`src/rtl/data_c_pipe_intc_m2s_pkt_id.sv`:
```
// NUM-source to 1-sink valid/ready interconnect with optional packet lock and
// per-beat source ID tagging, feeding a 2-entry registered output FIFO.
module data_c_pipe_intc_m2s_pkt_id #(
   parameter int NUM      = 8,
   parameter int DSIZE    = 32,
   parameter int IDSIZE   = 4,
   parameter     PRIO     = "ROBIN",
   parameter int LOCK_PKT = 1
) (
   input  logic                     clock,
   input  logic                     rst_n,
   input  logic [NUM*DSIZE-1:0]     s_data,
   input  logic [NUM*IDSIZE-1:0]    s_id,
   input  logic [NUM-1:0]           s_last,
   input  logic [NUM-1:0]           s_valid,
   output logic [NUM-1:0]           s_ready,
   output logic [DSIZE-1:0]         m_data,
   output logic [IDSIZE-1:0]        m_id,
   output logic [$clog2(NUM)-1:0]   m_sidx,
   output logic                     m_last,
   output logic                     m_valid,
   input  logic                     m_ready
);

   // Handshake: a beat moves on a port in any cycle where valid and ready are
   // both high; s_ready depends only on registered state and s_valid, never on m_ready.

   localparam int ISIZE = $clog2(NUM);
   localparam bit FIXED = (PRIO == "FIXED");
   localparam int EW    = 1 + ISIZE + IDSIZE + DSIZE;

   typedef logic [ISIZE-1:0] idx_t;

   logic [EW-1:0] buf_q [2];
   logic          wr_ptr;
   logic          rd_ptr;
   logic [1:0]    count;
   logic          lock;
   idx_t          lock_idx;
   idx_t          rr_ptr;

   idx_t          gnt;
   logic          gnt_vld;
   logic          space;
   logic          accept;
   logic          pop;
   logic [EW-1:0] push_entry;
   logic [EW-1:0] head;
   int            cand;

   // Grant selection; loops run far-to-near so the nearest candidate is assigned last.
   always_comb begin
      gnt     = '0;
      gnt_vld = 1'b0;
      cand    = 0;
      if (lock) begin
         gnt     = lock_idx;
         gnt_vld = 1'b1;
      end else if (FIXED) begin
         for (int i = NUM - 1; i >= 0; i--) begin
            if (s_valid[idx_t'(i)]) begin
               gnt     = idx_t'(i);
               gnt_vld = 1'b1;
            end
         end
      end else begin
         for (int k = NUM; k >= 1; k--) begin
            cand = (int'(rr_ptr) + k) % NUM;
            if (s_valid[idx_t'(cand)]) begin
               gnt     = idx_t'(cand);
               gnt_vld = 1'b1;
            end
         end
      end
   end

   always_comb begin
      space   = (count != 2'd2);
      s_ready = '0;
      if (gnt_vld && space) begin
         s_ready[gnt] = 1'b1;
      end
      accept     = gnt_vld && space && s_valid[gnt];
      pop        = (count != 2'd0) && m_ready;
      push_entry = {s_last[gnt], gnt, s_id[gnt*IDSIZE +: IDSIZE], s_data[gnt*DSIZE +: DSIZE]};
   end

   assign head    = buf_q[rd_ptr];
   assign m_valid = (count != 2'd0);
   assign m_data  = head[DSIZE-1:0];
   assign m_id    = head[DSIZE +: IDSIZE];
   assign m_sidx  = head[DSIZE+IDSIZE +: ISIZE];
   assign m_last  = head[EW-1];

   always_ff @(posedge clock) begin
      if (!rst_n) begin
         buf_q[0] <= '0;
         buf_q[1] <= '0;
         wr_ptr   <= 1'b0;
         rd_ptr   <= 1'b0;
         count    <= 2'd0;
         lock     <= 1'b0;
         lock_idx <= '0;
         rr_ptr   <= idx_t'(NUM - 1);
      end else begin
         if (accept) begin
            buf_q[wr_ptr] <= push_entry;
            wr_ptr        <= ~wr_ptr;
            if (!FIXED) begin
               rr_ptr <= gnt;
            end
            // A last beat always releases; only a non-last beat can take the lock.
            if (s_last[gnt]) begin
               lock <= 1'b0;
            end else if (LOCK_PKT != 0) begin
               lock     <= 1'b1;
               lock_idx <= gnt;
            end
         end
         if (pop) begin
            rd_ptr <= ~rd_ptr;
         end
         case ({accept, pop})
            2'b10:   count <= count + 2'd1;
            2'b01:   count <= count - 2'd1;
            default: count <= count;
         endcase
      end
   end

endmodule
```
`config.mk`:
```
export PLATFORM = sky130hd
export DESIGN_NAME = data_c_pipe_intc_m2s_pkt_id
export DESIGN_NICKNAME = d
export VERILOG_FILES = /design/src/rtl/data_c_pipe_intc_m2s_pkt_id.sv
export SDC_FILE = /design/constraint.sdc
export NUM_CORES = 1
export LEC_CHECK = 0
export CORE_AREA = 2 2 137 139
export DETAILED_ROUTE_END_ITERATION = 12
export DIE_AREA = 0 0 139 141
export PLACE_DENSITY = 0.83
export SLEW_MARGIN = 20
export SYNTH_ARGS = -nofsm -noshare
export SYNTH_HDL_FRONTEND = slang
export SYNTH_SLANG_ARGS = --single-unit
export TNS_END_PERCENT = 10
```
`constraint.sdc`:
```
create_clock -name clock -period 15.37 [get_ports clock]
set_input_delay 2.3055 -clock clock [delete_from_list [all_inputs] [get_ports clock]]
set_output_delay 2.3055 -clock clock [all_outputs]
set_load 0.02 [all_outputs]
```
==> impl_metrics.tcl, run 1 <==
set metrics [dict create \
    place_inst 1480 \
    synth_seq_area_share_pct 34.93 \
    path_max_fanout 76 \
    grt.overflow.total 0 \
    clk_path_buf_depth 2 \
    via_count 8413 \
    grt_max_degree 91 \
    wire_per_inst_um 18.05 \
    ys_warn_count 0 \
    finalHoldViolCount 0 \
    route.detailed.drc 0 \
    cap_violations 0 \
    rsz0062_at_grt "false" \
    drv_slew 0 \
    num_rows 50 \
    cts_resized 0 \
    cts_root_buffer "clkbuf_16" \
    start_kind "input port" \
    cts_max_level 3 \
    grt_pass1_wl_um 40940 \
    synth-edff-count 80 \
    crit_type "input port to output pin" \
    syn2layout_area_growth_pct 50.45 \
    fin_tns_setup_ns 0 \
    cts_buffers 9 \
    fp.dieH_um 141 \
    cp.arrival_ns 6.17 \
    layout_setup_ws_ns 6.898 \
    synthFlopType "edfxtp_1" \
    dpl_worst_slack_ns 6.926 \
    ys_ff_latch 92 \
    async_reset_ff_share_pct 0 \
    clk_latency_ns 0.34 \
    post_cts_buffers 0 \
    core-area_um2 18270 \
    portBuffers 355 \
    hold_start "lock_idx[1]" \
    dr.pass1.iters 5 \
    multiInputGateArea_um2 4527 \
    dieArea_um2 19600 \
    regArea_um2 2644 \
    antenna_found_initial 0 \
    synth_area_per_cell_um2 7.823 \
    r2r_slack_ns 8.54 \
    finalNetCount 1567 \
    vias_per_cell 5.627 \
    holdWs_ns 0.4598 \
    fill_cells 1604 \
    antenna_left 0 \
    drtIter0Drc 630 \
    netlist-cell-type-count 63 \
    worstSetupStartpoint "s_valid[5]" \
    dp_hpwl_um 19530 \
    instances_no_fill 1495 \
    finalWirelength_um 26990 \
    drive_gt1_share_pct 8.406 \
    first_global_vias 7823 \
    ios 356 \
    min_path_type "register to register" \
    cts_hold_buf 0 \
    grtUsageTotal_pct 26.14 \
    syn_area_um2 7565 \
    fin_worst_skew_ns 0.01001 \
    worstSetupEndpointType "output pin" \
    clk_pin_slew_worst_paths_ns 0.06 \
    fmax_mhz 118.0 \
    cts.sinks 92 \
    diodes 0 \
    r2r-start "rr_ptr[1]" \
    layout_min_cycle_time_ns 8.472 \
    setup_violations 0 \
    fin_crit_sh_pct 55.12 \
    gp_congestion 0.9083 \
    initial_core_util_pct 41.41 \
    netlist_instances 967 \
    cts_tree "done" \
    status "finished, final reports clean" \
    max-slew-margin-rel_pct 30.89 \
    crit_required_ns 13.06 \
    tightest_slew_ns 1.037 \
    synth_nets 1277 \
    fp.dieW_um 139 \
]
[path summary, 6_finish.rpt]
path | end | depth (start not counted)
max | s_ready[5] | 11
min | lock_idx[1] | 2
max reg2reg | buf_q[1][0] | 13
min reg2reg | lock_idx[1] | 2
[synth_stat cells, drive strengths merged (3+ instances only)]
cell | instances | share of area, %
a21oi | 13 | 0.86
dfxtp | 12 | 3.2
nor2 | 101 | 5.2
nand2 | 312 | 15
nand4 | 3 | 0.25
a221oi | 8 | 1.0
nor2b | 6 | 0.50
edfxtp | 80 | 32
a211oi | 9 | 0.96
and2 | 3 | 0.25
mux2 | 49 | 7.3
inv | 11 | 0.55
o21ai | 11 | 0.73
a311oi | 36 | 4.2
xor2 | 3 | 0.45
xnor2 | 4 | 0.46
nand3 | 74 | 5.1
nand2b | 3 | 0.25
ha | 3 | 0.50
nor3 | 13 | 0.86
clkbuf | 41 | 2.0
and3 | 38 | 3.1
buf | 42 | 3.4
a31oi | 37 | 3.1
mux4 | 8 | 2.4
mux2i | 14 | 2.0
[registers in the layout (all words and copies together) (netlist names), named ones only]
name / cells
rd_ptr: 1
wr_ptr: 1
rr_ptr: 3
lock: 1
count: 2
lock_idx: 3
buf_q: 80
[metal layers]
layer / up-vias / part of all wire (%) / wire [um] / global-route usage, %
li1: 4011 / - / - / -
met1: 3882 / 40 / 10850 / 32.80
met2: 437 / 48 / 12940 / 43.97
met3: 83 / 7.5 / 2022 / 5.367
met4: 0 / 4.3 / 1167 / 11.22
met5: - / 0 / 0 / 0
[cells in the final DEF, fill, tap and decap left out, drive strengths merged, types with 6 or more instances in the layout]
master / instances
nor3: 13
a21oi: 13
a311oi: 36
edfxtp: 80
nand2: 312
a31oi: 37
nand3: 74
a221oi: 8
mux2: 49
mux4: 8
buf: 7
o21ai: 11
clkbuf: 9
nor2: 101
inv: 12
clkdlybuf4s50: 355
a211oi: 9
dfxtp: 12
and3: 38
nor2b: 6
mux2i: 14
[through the flow]
step | util, % | area (um2)
6_report | 62.30 | 11380
3_3_place_gp | 60.84 | 11110
4_1_cts | 62.30 | 11380
2_1_floorplan | - | 7565
3_5_place_dp | 60.84 | 11110
5_1_grt | 62.30 | 11380
[cell type report]
| class | count | share of cell area (%) |
|---|---|---|
| well taps | 234 | 2.573 |
| clock buffers | 9 | 1.979 |
| repair buffers | 362 | 31.68 |
| flip-flops and latches | 92 | 23.23 |
| clock inverters | 6 | 0.3628 |
| multi-input cells | 780 | 39.78 |
| inverters | 12 | 0.3958 |
[worst max-delay path, stage by stage]
cell,delay [ns]
clkdlybuf4s50_1,0.51
mux4_2,0.58
mux2_4,0.32
nor4b_2,0.29
a21oi_1,0.07
and4b_4,0.21
o32ai_4,0.29
buf_4,0.66
or2_2,0.28
nor3_1,0.06
clkdlybuf4s50_1,0.58
[cell families after synthesis]
group                    after synthesis  synth area share, %
AND/OR/NAND/NOR                      564                32.48
adder cells (fa/ha/maj)                3               0.4962
multiplexers                          71                11.74
AO/OA/AOI/OAI                        135                13.45
flip-flops                            92                34.93
buffers and inverters                 95                5.988
XOR/XNOR                               7               0.9097
Power of run 1 is left out: the tool's default activity adds up to more than one toggle a clock period on the data nets, which glitch-free logic cannot reach.
==> inputs of run 2 (changes only) <==
Settings changed: CORE_AREA 2 2 137 139 to 2 2 145 147, DIE_AREA 0 0 139 141 to 0 0 147 149, PLACE_DENSITY 0.83 to 0.78.
Clock period 15.37 ns to 7.7 ns, I/O delays scaled along.
==> run 2 against run 1 <==
  * Critical path depth unchanged
  * Die area up 12%
  * Final cell count rose by 3.1%
  * Sequential share of layout area decreased by 0.23 points
  * Worst setup slack lost 5.5 ns
  * Design area increased by 1.0%
  * Register-to-register slack lost 6.8 ns
  * Hold slack improved by 0.016 ns
  * Via count is 0.25% lower
  * Clock skew up 0.0034 ns
  * Highest routed layer unchanged
==> impl_metrics.tcl, run 2 (synthesis results as in run 1) <==
set metrics [dict create \
    crit_required_ns 6.55 \
    largest_register_ffs 80 \
    start_kind "register" \
    num_rows 53 \
    fin_crit_sh_pct 81.60 \
    antenna_found_initial 2 \
    cts_hold_buf 0 \
    worstPathCellList "clkinv_1, ha_1, mux4_2, a22oi_1, nand2_1, o21a_1, o31a_1, a21oi_4, inv_1, nor3_1, clkdlybuf4s50_1" \
    hold_start "lock_idx[1]" \
    clk_pin_slew_worst_paths_ns 0.06 \
    cp.arrival_ns 5.13 \
    mostFrequentLayoutCells "clkdlybuf4s50_1, nand2_1, nor2_1" \
    dp_hpwl_um 20100 \
    finalNetCount 1569 \
    dieArea_um2 21900 \
    syn2layout_area_growth_pct 51.97 \
    finalHoldViolCount 0 \
    portBuffers 355 \
    path_max_fanout 16 \
    fp.dieW_um 147 \
    grt_pass1_wl_um 42210 \
    worstSetupStartpoint "rr_ptr[1]" \
    largest-register "buf_q" \
    grtUsageTotal_pct 24.43 \
    cts_buffers 9 \
    cts_tree "done" \
    grt_max_degree 89 \
    critPathMaxStageDelay_ns 0.67 \
    cap_violations 0 \
    setup_violations 0 \
    layout_min_cycle_time_ns 6.283 \
    fp.dieH_um 149 \
    cts_resized 0 \
    worstSetupEndpointType "output pin" \
    tightest_slew_ns 1.046 \
    finalWirelength_um 27770 \
    route.detailed.drc 0 \
    final_util_pct 55.92 \
    layout_commonest_cell "clkdlybuf4s50_1" \
    wire_per_inst_um 18.02 \
    reg_top3 "buf_q (80), lock_idx (3), rr_ptr (3)" \
    clk_path_buf_depth 2 \
    cpMaxStageDelayCell "ha_1" \
    grt.overflow.total 0 \
    drtIter0Drc 586 \
    rsz0062_at_grt "false" \
    antenna_left 0 \
    r2r-start "rr_ptr[1]" \
    crit_type "register to output pin" \
    fin_tns_setup_ns 0 \
    fin_worst_skew_ns 0.01343 \
    fmax_mhz 159.1 \
    via_count 8392 \
    ios 356 \
    post_cts_buffers 0 \
    min_path_type "register to register" \
    core-area_um2 20560 \
    drive_gt1_share_pct 8.623 \
    gp_congestion 0.9058 \
    drv_slew 0 \
    first_global_vias 7875 \
    initial_core_util_pct 36.80 \
    cts_max_level 3 \
    status "finished, final reports clean" \
    dr.pass1.iters 5 \
    max-slew-margin-rel_pct 30.29 \
    clk_latency_ns 0.34 \
    vias_per_cell 5.446 \
    cts.sinks 92 \
    cts_root_buffer "clkbuf_16" \
]
run 2: changes by cell type in the layout (fill, tap and decap cells not counted):
cell,previous run,this run
inv_6,1,0
clkinv_1,2,1
diode_2,0,2
nand2_4,0,1
nand2_2,1,0
clkbuf_8,0,1
clkinv_2,1,0
buf_4,7,9
bufinv_16,0,1
clkbuf_1,0,1
clkinv_4,1,2
run 2: final timing paths:
check / slack (ns) / to / cells after the start
setup / recovery: 1.42 / s_ready[4] / 11
setup reg to reg: 1.72 / buf_q[0][0] / 13
hold / removal: 0.48 / lock_idx[1] / 2
hold reg to reg: 0.48 / lock_idx[1] / 2
run 2: final cells by class:
| class | instances | area [um2] |
|---|---|---|
| sequential | 92 | 2644 |
| fill | 1926 | 9061 |
| timing repair buffer | 364 | 3621 |
| inverter | 12 | 45.04 |
| antenna | 2 | 5.005 |
| multi-input combinational | 780 | 4532 |
| clock inverter | 5 | 62.56 |
| tap | 275 | 344.1 |
| clock buffer | 11 | 242.7 |
run 2: stage by stage:
| step | area [um2] | setup slack, ns | cells | hold WS [ns] |
|---|---|---|---|---|
| after floorplan | 7565 | 0.6990 | 967 | 0.4347 |
| after global placement | 11180 | 1.600 | 1523 | 0.4543 |
| after detailed placement | 11180 | 1.508 | 1523 | 0.4640 |
| after CTS | 11490 | 1.463 | 1539 | 0.4726 |
| after global routing | 11490 | 1.024 | 1540 | 0.5131 |
| final | 11500 | 1.417 | 1541 | 0.4757 |
run 2: critical path: cells and delay by family (launching register included):
family	cells	cell delay, ns
flops	1	0.61
simple gates	2	0.29
compound gates	4	1.33
buf+inv	3	1.24
fa+ha+maj	1	0.67
mux	1	0.63
run 2: per-layer routing:
layer | vias to the layer above | routed length [um] | track usage (%)
met3 | 42 | 2201 | 4.771
met5 | - | 0 | 0
met1 | 3959 | 11240 | 30.95
met2 | 374 | 13530 | 41.83
li1 | 4017 | - | -
met4 | 0 | 799 | 8.606
Power of run 2 is left out for the same reason.
